**src/rtl/act_pkg.sv**
```systemverilog
// Shared constants and types for the thresholded-ReLU activation stage.
package act_pkg;

   localparam int BIT_WIDTH = 8;
   localparam int LANES     = 4;
   localparam int ROW_CNT_W = 8;

   typedef logic [BIT_WIDTH-1:0] lane_t;

   localparam lane_t DEF_THRESH = 8'h0A;

   typedef enum logic [1:0] {IDLE, RUN, DRAIN, DONE} act_state_e;

   // Data and clamp mask travel through the output FIFO as one word
   typedef struct packed {
      logic [LANES*BIT_WIDTH-1:0] data;
      logic [LANES-1:0]           mask;
   } fifo_entry_t;

endpackage

```
**src/rtl/act_lane.sv**
```systemverilog
// One lane of the activation: unsigned threshold clamp to zero, or bypass.
module act_lane
   import act_pkg::*;
(
   input  lane_t in,
   input  lane_t thresh,
   input  logic  bypass,
   output lane_t out,
   output logic  zeroed
);

   assign zeroed = !bypass && (in < thresh);
   assign out    = zeroed ? '0 : in;

endmodule

```
**src/rtl/activation_controller.sv**
```systemverilog
// Tile sequencer for the 4-lane activation stage: accepts drain rows,
// clamps them per lane and buffers results in a 2-entry output FIFO.
module activation_controller
   import act_pkg::*;
(
   input  logic                       clk,
   input  logic                       rst_n,
   input  logic                       start,
   input  logic [ROW_CNT_W-1:0]       num_rows,
   input  lane_t                      cfg_thresh,
   input  logic                       cfg_bypass,
   output logic                       busy,
   output logic                       done,
   input  logic                       in_valid,
   output logic                       in_ready,
   input  logic [LANES*BIT_WIDTH-1:0] in_data,
   output logic                       out_valid,
   input  logic                       out_ready,
   output logic [LANES*BIT_WIDTH-1:0] out_data,
   output logic [LANES-1:0]           zero_mask
);

   act_state_e           state;
   logic [ROW_CNT_W-1:0] remaining;
   lane_t                thresh;
   logic                 bypass;
   logic [1:0]           fifo_count;
   fifo_entry_t          head;
   fifo_entry_t          tail;
   fifo_entry_t          act_entry;
   logic                 accept;
   logic                 pop;

   for (genvar i = 0; i < LANES; i++) begin : g_lane
      act_lane u_lane (
         .in     (in_data[i*BIT_WIDTH +: BIT_WIDTH]),
         .thresh (thresh),
         .bypass (bypass),
         .out    (act_entry.data[i*BIT_WIDTH +: BIT_WIDTH]),
         .zeroed (act_entry.mask[i])
      );
   end

   // Depends only on registered state, so no path from in_valid/out_ready
   assign in_ready  = (state == RUN) && (remaining != '0) && (fifo_count != 2'd2);
   assign accept    = in_valid && in_ready;
   assign out_valid = (fifo_count != 2'd0);
   assign pop       = out_valid && out_ready;
   assign out_data  = head.data;
   assign zero_mask = head.mask;

   always_ff @(posedge clk or negedge rst_n) begin
      if (!rst_n) begin
         state     <= IDLE;
         remaining <= '0;
         thresh    <= DEF_THRESH;
         bypass    <= 1'b0;
         busy      <= 1'b0;
         done      <= 1'b0;
      end else begin
         done <= 1'b0;
         case (state)
            IDLE: begin
               if (start) begin
                  remaining <= num_rows;
                  thresh    <= cfg_thresh;
                  bypass    <= cfg_bypass;
                  if (num_rows == '0) begin
                     state <= DONE;
                     done  <= 1'b1;
                  end else begin
                     state <= RUN;
                     busy  <= 1'b1;
                  end
               end
            end
            RUN: begin
               if (accept) begin
                  remaining <= remaining - ROW_CNT_W'(1);
                  if (remaining == ROW_CNT_W'(1)) state <= DRAIN;
               end
            end
            DRAIN: begin
               if (fifo_count == 2'd0) begin
                  state <= DONE;
                  done  <= 1'b1;
                  busy  <= 1'b0;
               end
            end
            DONE: state <= IDLE;
            default: begin
               state <= IDLE;
               busy  <= 1'b0;
            end
         endcase
      end
   end

   // A push never coincides with a full FIFO because in_ready is low then
   always_ff @(posedge clk or negedge rst_n) begin
      if (!rst_n) begin
         fifo_count <= 2'd0;
         head       <= '0;
         tail       <= '0;
      end else begin
         if (pop) begin
            if (fifo_count == 2'd2) head <= tail;
            else if (accept)        head <= act_entry;
         end else if (accept) begin
            if (fifo_count == 2'd0) head <= act_entry;
            else                    tail <= act_entry;
         end
         case ({accept, pop})
            2'b10:   fifo_count <= fifo_count + 2'd1;
            2'b01:   fifo_count <= fifo_count - 2'd1;
            default: fifo_count <= fifo_count;
         endcase
      end
   end

endmodule

```
**config.mk**
```make
export PLATFORM = sky130hd
export DESIGN_NAME = activation_controller
export DESIGN_NICKNAME = d
export VERILOG_FILES = /design/src/rtl/act_pkg.sv /design/src/rtl/act_lane.sv /design/src/rtl/activation_controller.sv
export SDC_FILE = /design/constraint.sdc
export NUM_CORES = 1
export LEC_CHECK = 0
export ABC_AREA = 1
export BUFFER_PORTS_ARGS = -buffer_cell sky130_fd_sc_hd__buf_4
export CAP_MARGIN = 5
export CORE_MARGIN = 2
export CORE_UTILIZATION = 40
export DETAILED_ROUTE_END_ITERATION = 10
export GPL_ROUTABILITY_DRIVEN = 0
export PLACE_DENSITY = 0.59
export SLEW_MARGIN = 20
export SYNTH_ARGS = -nofsm -noshare
export SYNTH_HDL_FRONTEND = slang
export SYNTH_SLANG_ARGS = --single-unit
```
**constraint.sdc**
```tcl
create_clock -name clk -period 3.37 [get_ports clk]
set_clock_uncertainty 0.2 [all_clocks]
set_input_delay 0 -clock clk [delete_from_list [all_inputs] [get_ports clk]]
set_output_delay 0 -clock clk [all_outputs]
set_load 0.1 [all_outputs]
```
# Yosys cells after proc, flatten, opt, wreduce, memory -nomap -nowiden
# Cells that the tools add are included.
[totals]
output_inout_bits = 40
register_bits = 95
in_bits = 54
[op_classes]
n_reduce_logical = 26
n_eq_ne = 13
mux = 27
n_bitwise = 2
order_cmp = 4
add_sub_neg = 3
[ops]
columns = ["cell", "count"]
rows = [
  ["2-to-1 mux 36 bit", 5],
  ["2-to-1 mux 8 bit", 6],
  ["less-than comparator 8 bit", 4],
  ["one-hot mux 8 bit (2 select lines)", 1],
  ["nonzero test 2 bit", 7],
  ["2-to-1 mux 2 bit", 5],
  ["!= test 2 bit (second input constant)", 5],
  ["AND reduction 3 bit", 3],
  ["equality test 2 bit (second input constant)", 4],
  ["equality test 8 x 1 -> 1 bit (second input constant)", 1],
  ["logical AND 1 bit", 8],
  ["zero test 8 bit", 1],
  ["one-hot mux 2 bit (4 select lines)", 1],
  ["AND reduction 4 bit", 2],
  ["nonzero test 8 bit", 1],
  ["subtractor 8 x 1 -> 8 bit (second input constant)", 1],
  ["2-to-1 mux 1 bit", 6],
  ["equality test 2 x 1 -> 1 bit (second input constant)", 2],
  ["zero test 2 bit", 2],
  ["one-hot mux 1 bit (2 select lines)", 2],
  ["one-hot mux 2 bit (2 select lines)", 1],
  ["adder 2 x 1 -> 2 bit (second input constant)", 1],
  ["!= test 2 x 1 -> 1 bit (second input constant)", 1],
  ["NOT 1 bit", 2],
  ["other kinds (3)", 3],
]

# Longest topological paths before layout
# Gate-level depths: netlist of run 1.
[depth]
depth_word = 7
ltp_mapped = 13

# Cells and area by module
# From an unflattened synthesis of run 1, not the netlist that was laid out.
[unflattened]
hier_cells = 724
hier_area_um2 = 5664.2
[modules_own_cells]
columns = ["mod", "cells_per_inst", "seq_area_each_um2", "n_inst", "area_per_inst_um2"]
rows = [
  ["activation_controller", 524, 2379.8, 1, 4523.1],
  ["act_lane", 50, 0.0, 4, 285.3],
]

# Worst setup path before layout of run 1
# Ideal clock, no wire load.
[synth_path]
path_type = "register -> register"
start = "register remaining[0]"
end = "register tail[24] in the netlist's numbering"
path_slack_ns = 1.059
setup_time_ns = 0.117
stages_incl_launch_ff = 12
t_arrival_ns = 1.993
n_path_buf = 1
required_ns = 3.053
path_cell_list = "dfrtp_1 -> inv_1 -> ha_1 -> nand2_2 -> inv_2 -> nand2_2 -> nand2_2 -> nor2_4 -> nand3_4 -> buf_4 -> nand2_1 -> o21ai_2"
[synth_via]
elab_chain_len = 5
[synth_rtl]
columns = ["item", "line_no", "source"]
rows = [
  ["start: declaration", "activation_controller.sv:24", "logic [ROW_CNT_W-1:0] remaining;"],
  ["start signal: assignment", "activation_controller.sv:65", "remaining <= num_rows;"],
  ["start signal: assignment", "activation_controller.sv:79", "remaining <= remaining - ROW_CNT_W'(1);"],
  ["nonzero test 8 bit", "activation_controller.sv:45", "assign in_ready = (state == RUN) && (remaining != '0) && (fifo_count != 2'd2);"],
  ["logical AND 1 bit (2 in a row)", "activation_controller.sv:45", ""],
  ["named net in_ready", "activation_controller.sv:15", "output logic in_ready,"],
  ["logical AND 1 bit", "activation_controller.sv:46", "assign accept = in_valid && in_ready;"],
  ["AND reduction 3 bit (no line)", "n/a", ""],
  ["end signal: assignment", "activation_controller.sv:111", "else tail <= act_entry;"],
  ["end: declaration", "activation_controller.sv:29", "fifo_entry_t tail;"],
]
# The timed path passes the listed nets, and every way through them passes these cells.
# A chain may end at the register's enable or synchronous reset.

# Final worst setup path of run 1
[layout_path]
start = "register state[1]"
end = "register head, in the netlist out_data[19]"
[layout_via]
elab_chain_len = 6
[layout_rtl]
columns = ["item", "line_no", "source"]
rows = [
  ["start: declaration", "activation_controller.sv:23", "act_state_e state;"],
  ["start signal: assignment", "activation_controller.sv:54", "state <= IDLE;"],
  ["start signal: assignment", "activation_controller.sv:69", "state <= DONE;"],
  ["start signal: assignment", "activation_controller.sv:72", "state <= RUN;"],
  ["equality test 2 x 1 -> 1 bit *", "activation_controller.sv:45", ""],
  ["logical AND 1 bit * (2 in a row)", "activation_controller.sv:45", ""],
  ["logical AND 1 bit *", "activation_controller.sv:46", ""],
  ["nonzero test 2 bit (no line)", "n/a", ""],
  ["AND reduction 3 bit (no line) *", "n/a", ""],
  ["end signal: assignment", "activation_controller.sv:107", "if (fifo_count == 2'd2) head <= tail;"],
  ["end signal: assignment", "activation_controller.sv:108", "else if (accept) head <= act_entry;"],
  ["end signal: assignment", "activation_controller.sv:110", "if (fifo_count == 2'd0) head <= act_entry;"],
  ["end: declaration", "activation_controller.sv:28", "fifo_entry_t head;"],
]
# Every way passes the cells marked *; elsewhere a longest branch is shown, timed or not.

==> results of run 1 <==
## stage by stage
step / util (%) / instances / instance area (um2)
global placement: 46.7 / 962 / 6130
CTS: 53.4 / 1034 / 7020
floorplan: - / 712 / 5350
global route: 53.4 / 1034 / 7020
detailed placement: 46.7 / 962 / 6130
finish: 53.4 / 1034 / 7020
## kinds of logic after synthesis
| kind of cell | after synthesis | synth area share (%) |
|---|---|---|
| XOR/XNOR | 4 | 0.656 |
| adder cells (fa/ha/maj) | 35 | 8.19 |
| multiplexers | 4 | 0.796 |
| AO/OA/AOI/OAI | 63 | 6.81 |
| buffers and inverters | 65 | 6.25 |
| AND/OR/NAND/NOR | 446 | 32.8 |
| flip-flops | 95 | 44.5 |
## Yosys cell counts, types with 8 or more instances
master | instances | area [um2]
a21oi_1 | 14 | 70.1
buf_6 | 10 | 113
clkbuf_1 | 8 | 30.0
dfrtp_1 | 93 | 2330
ha_1 | 35 | 438
inv_1 | 37 | 139
nand2_1 | 307 | 1150
nand3_1 | 12 | 60.1
nor2_1 | 112 | 420
o21ai_0 | 8 | 40.0
o21ai_1 | 28 | 140
o21ai_2 | 12 | 105
## power groups by stage
stage,logic (W),clock network [W],registers [W]
finish,0.00407,0.00113,0.00192
global route,0.00448,0.00119,0.00197
CTS,0.00410,0.00115,0.00192
detailed placement,0.00404,0,0.00193
global placement,0.00394,0,0.00192
floorplan,0.00196,0,0.00313
## state kept, by name, summed over array words and instances (netlist names), 2 cells and up
signal / flops
zero_mask: 4
tail: 36
remaining: 8
out_data: 32
fifo_count: 2
thresh: 8
state: 2
## worst paths after layout
path | depth (start not counted) | slack [ps] | endpoint | from
max | 12 | 610 | out_data[19] | state[1]
min | 5 | 20 | fifo_count[0] | out_ready
max reg2reg | 12 | 610 | out_data[19] | state[1]
min reg2reg | 2 | 280 | zero_mask[1] | zero_mask[1]
max in group asynchronous | 3 | 1980 | tail[5] | rst_n
min in group asynchronous | 3 | 110 | zero_mask[1] | rst_n
## routing by layer
metal  vias up  wire, um  global-route usage, %
li1       2502         -                      -
met1      2293      6370                   26.6
met2       122      6470                   33.6
met3        17       584                   2.57
met4         0       260                   7.94
met5         -         0                      0
## layout make-up
| cell class | instances | area, um2 |
|---|---|---|
| Timing Repair Buffer | 154 | 1310 |
| Tap cell | 176 | 220 |
| Sequential cell | 95 | 2380 |
| Inverter | 41 | 154 |
| Fill cell | 1275 | 6120 |
| Clock buffer | 13 | 260 |
| Clock inverter | 3 | 65.1 |
| Multi-Input combinational cell | 552 | 2630 |
## tightest hold or removal path, cell delays in order
cell and delay [ps]:
buf_4 100, inv_1 40, nor2_1 140, ha_1 190
xnor2_1 60
==> impl_results.md, run 1 <==
- Sum Neg Setup Slack: 0 ps
- Die Span Y: 120 um
- Clk pwr share: 15.9%
- Pre-antenna DRT Iters: 5
- Sequential Power Share: 26.9%
- Crit path cell chain: inv_1 > ha_1 > inv_2 > nor2_2 > nand3_2 > ha_1 > nor2_1 > nand2_4 > buf_12 > nor2_1 > nand2_1 > nand2_1
- Slew Viols, Final: 0
- Max-Cap Viols: 0
- Post-route DRC: 0
- Worst-Skew Late Latency: 350 ps
- Placement Setup Slack: 631 ps
- # setup viols final: 0
- Initial core utilization: just over 40%
- Sink Count: 95
- Post-synth EDFFs: 0
- 1st-iter DRT viols: 287
- Die ar.: 0.0143 mm2
- Crit Path Class: reg2reg
- Post-synthesis cell type count: 28
- Post-layout net count: about 940
- LEAKAGE: 3.94 nW
- FP Rows: 42
- Hpwl dp: 9.41 mm
- Synthesized area: about 0.0053 mm2
- Slew margin rel.: 47.8%
- Layout area overhead: 31.3%
- Fin. Hold Viols: 0
- Worst Path Max Fanout: 41
- Core ar.: roughly 0.013 mm2
- Switching Share: 52.4%
- Status: complete, no violations
- F_max: 362 MHz
- Routed Antenna Nets: 0
- Required time worst endpoint: about 3500 ps
- Share of flip-flops with an asynchronous set or reset: 100%
- VDD IR max: about 0.67 mV
- DIE WIDTH: 120 um
- Initial antenna violation count: 0
- First-pass GRT wire length: between 20 and 25 mm
- WP data arrival: about 2900 ps
- Final period util: between 80% and 90%
- Synth Area per Inst: 7.51 um2
- CTS tree: built
- Clock Path Buffers: 2
- Hold Buf Count CTS: 56
- Delay of the slowest cell on the worst path: 400 ps
- CTS root buf: clkbuf_16
- Vias in the first global route: about 5000
- Post-CTS sizing: 0
- WL final: 13.7 mm
- Commonest non-fill, non-tap cell in the layout: nand2_1
- Slew @ Worst Pin: 784 ps
- WL per Instance: 13.2 um
- Final Total Pwr: slightly above 0.007 W
- CTS buffer count: 9
- Vias: slightly below 5000
- Cell family with most CP delay: simple AND/OR/NAND/NOR gates
- Post-synth top flop: dfrtp_1
- Htree depth: 3
- Register area share after synthesis: 44.5%
- Diode count: 0
- Via density: around 4.8
- Setup ws final: 606 ps
- Int Power: 0.00339 W
- Yosys reg bits: 95
- Layout cells sized above 1: ~17%
- Startpoint types: register
- Tmin final: 2760 ps
- Fin Hold WS: 24.6 ps
- Total track usage: 20.1%
- WP buf/inv: 3
- CP max stage cell: dfrtp_1
- Ys Warns: 0
- Post-CTS Setup Repair Bufs: 0
- I/O pins: 94
- Unrepaired setup endpoints after global routing: false
- Largest net degree at the start of global routing: 73
- Switch Pwr: 0.00373 W
- Cells after synthesis: 712
- Worst-path clk slew: 60 ps
- Grt ovf: 0
- Most frequent cells in the layout: nand2_1 (307), nor2_1 (112), buf_4 (97), dfrtp_1 (93), dlygate4sd3_1 (56)
- Input/output buffers: 93
- Syn nets: 801
- Power per cell area: 1010 mW/mm2
- Logic pwr share: approximately 57%
- CP endpoint kind: register
- Worst hold path class: in2reg
Note: power is estimated with default switching activity, not from simulation.
==> run 2, diff against run 1 <==
- ABC_AREA: 1 -> 0
- PLACE_DENSITY: 0.59 -> 0.6
- clock period: 3.37 -> 2.8 ns (I/O delays scaled with it)
==> run 2 against run 1 <==
Compared with the run above: core utilization increased by 0.58 points; count of clock-buffer cells in the layout down 1; maximum frequency rose by 7.1%; global-route usage up 0.69 points; sequential share of layout area up 1.3 points; cell area shrank 3.7%; non-clock buffer count up 2; synthesized cell count decreased by 26%; critical path type unchanged; critical endpoint is now remaining[4]; highest routed layer unchanged.
==> impl_results.md, run 2 <==
- Reg-to-reg endpoint: remaining[4] (was out_data[19])
- Register Area: 0.00238 mm2 (unchanged)
- CTS root buf: clkbuf_16 (unchanged)
- Post-synth EDFFs: 0 (unchanged)
- Most frequent cells in the layout: buf_4 (100), dfrtp_1 (93), nand2_1 (82), dlygate4sd3_1 (53), nor2_1 (47) (was nand2_1 (307), nor2_1 (112), buf_4 (97), dfrtp_1 (93), dlygate4sd3_1 (56))
- DIE WIDTH: 117 um (was 120 um)
- Clock Path Buffers: 2 (unchanged)
- Setup crit start: remaining[0] (was state[1])
- Via density: 5.22 (was 4.77)
- Pre-antenna DRT Iters: 4 (was 5)
- Worst R2R Setup Slack: 220 ps (was 610 ps)
- Sum Neg Setup Slack: 0 ps (unchanged)
- Vias in the first global route: 4282 (was 4862)
- I/O pins: 94 (unchanged)
- Total track usage: 20.8% (was 20.1%)
- Slew @ Worst Pin: 769 ps (was 784 ps)
- Layout area overhead: 32.9% (was 31.3%)
- 1st-iter DRT viols: 217 (was 287)
- Worst Reg-to-Reg Cells: 7 (was 12)
- Post-layout net count: 754 (was 942)
- Area contributors post-synth: dfrtp_1 (46%), ha_1 (8.6%), nand2_1 (6.1%) (was dfrtp_1 (44%), nand2_1 (22%), ha_1 (8.2%))
- Vias: 4390 (was 4934)
- Core ar.: 0.0125 mm2 (was 0.0131 mm2)
- Top-count cell post-synth: dfrtp_1 (was nand2_1)
- Layout fillers: 1184 (was 1275)
- Routed Antenna Nets: 0 (unchanged)
- Share of flip-flops with an asynchronous set or reset: 100% (unchanged)
- Commonest non-fill, non-tap cell in the layout: buf_4 (was nand2_1)
- Max-Cap Viols: 0 (unchanged)
- Reg-to-Reg Start: remaining[0] (was state[1])
- Worst-path clk slew: 70 ps (was 60 ps)
- First-pass GRT wire length: 21.7 mm (was 22.9 mm)
- Startpoint types: register (unchanged)
- Register area share after synthesis: 46.8% (was 44.5%)
- Slew margin rel.: 47.4% (was 47.8%)
- CP endpoint kind: register (unchanged)
- Grt ovf: 0 (unchanged)
- # setup viols final: 0 (unchanged)
- Final period util: 92.2% (was 82.0%)
- Synth Area per Inst: 9.67 um2 (was 7.51 um2)
- Top-area cell type share of the netlist area: 45.8% (was 43.5%)
- Status: complete, no violations (unchanged)
- WP data arrival: 2620 ps (was 2850 ps)
- Initial antenna violation count: 0 (unchanged)
- Largest net degree at the start of global routing: 96 (was 73)
- Post-synth top flop: dfrtp_1 (unchanged)
- Input/output buffers: 93 (unchanged)
- Sink Count: 95 (unchanged)
- Post-synthesis cell type count: 54 (was 28)
- Delay of the slowest cell on the worst path: 520 ps (was 400 ps)
- Multi-input logic area: 0.00247 mm2 (was 0.00263 mm2)
- Syn nets: 615 (was 801)
- CTS buffer count: 9 (unchanged)
- Yosys reg bits: 95 (unchanged)
- Worst hold path class: in2async (was in2reg)
- Synth area leader: dfrtp_1 (unchanged)
- Crit path cell chain: inv_1 > ha_1 > nor3b_1 > and2_2 > o31a_1 > a21oi_1 > o22a_1 (was inv_1 > ha_1 > inv_2 > nor2_2 > nand3_2 > ha_1 > nor2_1 > nand2_4 > buf_12 > nor2_1 > nand2_1 > nand2_1)
- Worst-Skew Late Latency: 350 ps (about the same)
- Post-CTS Setup Repair Bufs: 0 (unchanged)
- Required time worst endpoint: 2840 ps (was 3460 ps)
- Ys Warns: 0 (unchanged)
- Hpwl dp: 9.22 mm (was 9.41 mm)
- CP max stage cell: o31a_1 (was dfrtp_1)
- FP Rows: 41 (was 42)
- Die Span Y: 117 um (was 120 um)
- CTS tree: built (unchanged)
- Top reg by flops: tail (unchanged)
- Fin. Hold Viols: 0 (unchanged)
- Die ar.: 0.0136 mm2 (was 0.0143 mm2)
- Unrepaired setup endpoints after global routing: false (unchanged)
- Crit Path Class: reg2reg (unchanged)
- Cells after synthesis: 526 (was 712)
- Post-synth top cells: dfrtp_1 (93), nand2_1 (82), nor2_1 (47) (was nand2_1 (307), nor2_1 (112), dfrtp_1 (93))
- Synthesized area: 0.00508 mm2 (was 0.00535 mm2)
- Initial core utilization: 40.6% (was 40.7%)
- Slew Viols, Final: 0 (unchanged)
- F_max: 387 MHz (was 362 MHz)
- Max reg flops: 36 (unchanged)
- Setup crit end: remaining[4] (was out_data[19])
- Htree depth: 3 (unchanged)
- Post-route DRC: 0 (unchanged)
- Worst Path Max Fanout: 16 (was 41)
- Layout cells sized above 1: 21.4% (was 16.8%)
- WL per Instance: 15.7 um (was 13.2 um)
- Diode count: 0 (unchanged)
- WL final: 13.2 mm (was 13.7 mm)
- Tmin final: 2580 ps (was 2760 ps)
-- run 2: layer usage --
metal | vias up | GRT usage [%] | share of wire, %
met5 | - | 0 | 0
met4 | 0 | 7.45 | 1.6
met3 | 14 | 3.74 | 4.1
met2 | 108 | 33.2 | 45
met1 | 2121 | 28.5 | 49
li1 | 2147 | - | -
-- run 2: final cells by class --
| type | count | share of cell area [%] |
|---|---|---|
| flip-flops and latches | 95 | 35.2 |
| repair buffers | 156 | 19.6 |
| multi-input cells | 383 | 36.5 |
| well taps | 172 | 3.18 |
| clock inverters | 3 | 0.629 |
| clock buffers | 12 | 3.79 |
| inverters | 20 | 1.11 |
-- run 2: logic make-up (layout without fill, tap and decap cells) --
| family | after synthesis | after routing | synth area share [%] |
|---|---|---|---|
| DFF | 95 | 95 | 46.8 |
| adders and majority gates | 35 | 35 | 8.61 |
| and+or+nand+nor | 180 | 180 | 16.2 |
| buffers and inverters | 48 | 191 | 4.85 |
| muxes | 18 | 18 | 3.91 |
| AOI/OAI and AO/OA | 147 | 147 | 19.1 |
| xor gates and xnor gates | 3 | 3 | 0.517 |
-- run 2: worst min-delay path by stage --
stage	from	end	slack, ps	cells after the start
final	rst_n	remaining[0]	20	3
after floorplan	rst_n	busy	-500	0
after CTS	rst_n	state[0]	70	3
after global routing	rst_n	remaining[2]	120	3
after detailed placement	rst_n	remaining[0]	-100	2
after global placement	rst_n	remaining[0]	-110	2
-- run 2: worst max-delay path, delay by kind of cell (launching register included) --
kind                     cells  cell delay (ps)
AND/OR/NAND/NOR              2              750
AO/OA/AOI/OAI                3              830
adder cells (fa/ha/maj)      1              190
flip-flops                   1              420
buffers and inverters        1               70
-- run 2: what timing repair did --
action,CTS,global route
gates resized for setup,0,2
endpoints found under the hold margin,177,0
hold buffers,53,0
setup endpoints to repair,0,2
-- run 2: through the flow --
stage               cell area, um2  setup slack (ps)  util, %  instances  hold slack (ps)
finish                        6760               219     54.0        841             24.4
detailed placement            5920               224     47.3        773            -99.8
global route                  6760              58.8     54.0        841              119
global placement              5910               160     47.3        773             -113
CTS                           6750               219     53.9        841             66.1
floorplan                     5080               176        -        526             -496
Power of run 2 is left out: the tool's default activity adds up to more than one toggle a clock period on the data nets, which glitch-free logic cannot reach.
==> run 3, diff against run 2 <==
- CELL_PAD_IN_SITES_DETAIL_PLACEMENT: default -> 1
- CELL_PAD_IN_SITES_GLOBAL_PLACEMENT: default -> 1
- PLACE_DENSITY: 0.6 -> 0.75
==> run 3 against run 2 <==
Compared with the run above: core utilization up 2.4 points; worst setup slack worse by 160 ps; critical endpoint is now zero_mask[2]; hold slack better by 5.2 ps; global-route usage up 2.6 points; largest cell class unchanged; sequential share of layout area down 1.5 points; cell area up 4.4%; register-to-register slack worse by 160 ps; non-clock buffer count up 27.
==> impl_results.md, run 3 (synthesis results as in run 2) <==
- Logic pwr share: around three fifths
- Most frequent cells in the layout: buf_4 (103), dfrtp_1 (93), nand2_1 (82), dlygate4sd3_1 (74), nor2_1 (47) (was buf_4 (100), dfrtp_1 (93), nand2_1 (82), dlygate4sd3_1 (53), nor2_1 (47))
- FP Rows: 41 (unchanged)
- Grt ovf: 0 (unchanged)
- Hold depth: 5
- Layout area overhead: 38.8% (was 32.9%)
- Die ar.: 0.0136 mm2 (unchanged)
- First-pass GRT wire length: 24.8 mm (was 21.7 mm)
- Required time worst endpoint: 2890 ps (was 2840 ps)
- Dpl cells: 771 (was 773)
- Htree depth: 3 (unchanged)
- # setup viols final: 0 (unchanged)
- WL final: 15.4 mm (was 13.2 mm)
- Worst R2R Setup Slack: 60 ps (was 220 ps)
- Vias in the first global route: 4923 (was 4282)
- Delay of the slowest cell on the worst path: 780 ps (was 520 ps)
- Slew margin rel.: 40.4% (was 47.4%)
- LEAKAGE: approximately 3.1 nW
- Core ar.: 0.0125 mm2 (unchanged)
- Slew @ Worst Pin: 891 ps (was 769 ps)
- Initial antenna violation count: 0 (unchanged)
- WP buf/inv: 1 (unchanged)
- Worst-Skew Late Latency: 340 ps (was 350 ps)
- I/O pins: 94 (unchanged)
- 1st-iter DRT viols: 212 (was 217)
- VDD IR max: 0.843 mV
- Sequential Power Share: 27.2%
- Switch Pwr: 0.00497 W
- Hpwl dp: 9.88 mm (was 9.22 mm)
- Fin. Hold Viols: 0 (unchanged)
- Final core utilization: 56.4% (was 54.0%)
- Layout cells sized above 1: 21.5% (was 21.4%)
- Worst-path clk slew: 70 ps (about the same)
- Switching Share: 53.4%
- Routed Antenna Nets: 0 (unchanged)
- Int Power: ~0.0043 W
- Diode count: 0 (unchanged)
- Tmin final: 2740 ps (was 2580 ps)
- Top reg by flops: tail (unchanged)
- Max-Cap Viols: 0 (unchanged)
- Vias: 4629 (was 4390)
- Multi-input logic area: 0.00248 mm2 (was 0.00247 mm2)
- Sum Neg Setup Slack: 0 ps (unchanged)
- DIE WIDTH: 117 um (unchanged)
- Fin Hold WS: 29.6 ps (was 24.4 ps)
- F_max: 365 MHz (was 387 MHz)
- WL per Instance: 17.7 um (was 15.7 um)
- Slew Viols, Final: 0 (unchanged)
- Via density: 5.33 (was 5.22)
- Register Area: 0.00238 mm2 (unchanged)
- Cell family with most CP delay: compound AO/OA/AOI/OAI gates (unchanged)
- Max reg flops: 36 (unchanged)
- Crit Path Class: reg2reg (unchanged)
- Input/output buffers: 93 (unchanged)
- Crit path cell chain: inv_1 > ha_1 > a2111oi_1 > o31ai_4 > o211ai_1 > o21a_1 (was inv_1 > ha_1 > nor3b_1 > and2_2 > o31a_1 > a21oi_1 > o22a_1)
- Clock Path Buffers: 2 (unchanged)
- Worst Reg-to-Reg Cells: 6 (was 7)
- Worst hold endpoint: out_data[23]
- Status: complete, no violations (unchanged)
- Die Span Y: 117 um (unchanged)
- Final Non-Filler Cells: 869 (was 841)
- Hold path start: in_valid
- Worst Path Max Fanout: 18 (was 16)
- CTS tree: built (unchanged)
- Startpoint types: register (unchanged)
- Power per cell area: 1320 mW/mm2
- Worst hold path class: in2reg (was in2async)
- Final period util: 97.9% (was 92.2%)
- Pre-antenna DRT Iters: 4 (unchanged)
- CTS buffer count: 9 (unchanged)
- Layout fillers: 1439 (was 1184)
- Total track usage: 23.4% (was 20.8%)
- WP data arrival: 2830 ps (was 2620 ps)
- Post-route DRC: 0 (unchanged)
- Initial core utilization: 40.6% (unchanged)
- Sink Count: 95 (unchanged)
- CP max stage cell: a2111oi_1 (was o31a_1)
- Commonest non-fill, non-tap cell in the layout: buf_4 (unchanged)
- Reg-to-Reg Start: thresh[1] (was remaining[0])
- Clk pwr share: 12.7%
- Final Total Pwr: 0.00929 W
- Largest net degree at the start of global routing: 57 (was 96)
- CP endpoint kind: register (unchanged)
- Post-layout net count: 781 (was 754)
- CTS root buf: clkbuf_16 (unchanged)
- Reg-to-reg endpoint: zero_mask[2] (was remaining[4])
## run 3: how the worst max path moves through the flow
stage | startpoint | to | slack (ps) | cells after the start
2_1_floorplan | fifo_count[0] | out_data[17] | 180 | 9
3_3_place_gp | thresh[3] | out_data[16] | 20 | 7
3_5_place_dp | thresh[1] | zero_mask[2] | 90 | 6
4_1_cts | remaining[0] | tail[31] | 80 | 9
5_1_grt | remaining[0] | tail[14] | -30 | 10
6_report | thresh[1] | zero_mask[2] | 60 | 6
## run 3: per-stage QoR
step                      setup slack [ps]  area, um2
after floorplan                        176       5080
after global placement                22.5       5910
after detailed placement              91.7       5920
after CTS                             77.8       6940
after global routing                 -25.8       7060
final                                 57.4       7060
## run 3: power groups by stage
stage	logic [W]	registers, W	clock network, W
floorplan	0.00220	0.00441	0
detailed placement	0.00539	0.00254	0
global route	0.00601	0.00261	0.00126
global placement	0.00520	0.00250	0
CTS	0.00549	0.00252	0.00121
finish	0.00558	0.00253	0.00118
## run 3: worst min-delay path, stage by stage
cell and delay [ps]:
buf_4 130, nand3_1 120, a221oi_4 140, nor2_1 90, a31oi_1 50
## run 3: cell type report
| class | count | share of cell area [%] |
|---|---|---|
| repair buffers | 183 | 23.0 |
| well taps | 172 | 3.05 |
| flip-flops and latches | 95 | 33.7 |
| multi-input cells | 383 | 35.2 |
| inverters | 20 | 1.06 |
| clock buffers | 14 | 3.74 |
| clock inverters | 2 | 0.230 |
## run 3: layer usage
metal / wire length [um] / track usage, %
met1: 6940 / 30.7
met4: 292 / 7.14
met5: 0 / 0
met3: 522 / 3.11
met2: 7670 / 40.5
## run 3: repair_timing
item,in CTS,in global routing
hold endpoints to repair,137,0
buffers inserted,0,6
hold buffers,74,0
endpoints found under the setup margin,0,69
resized for setup,0,6
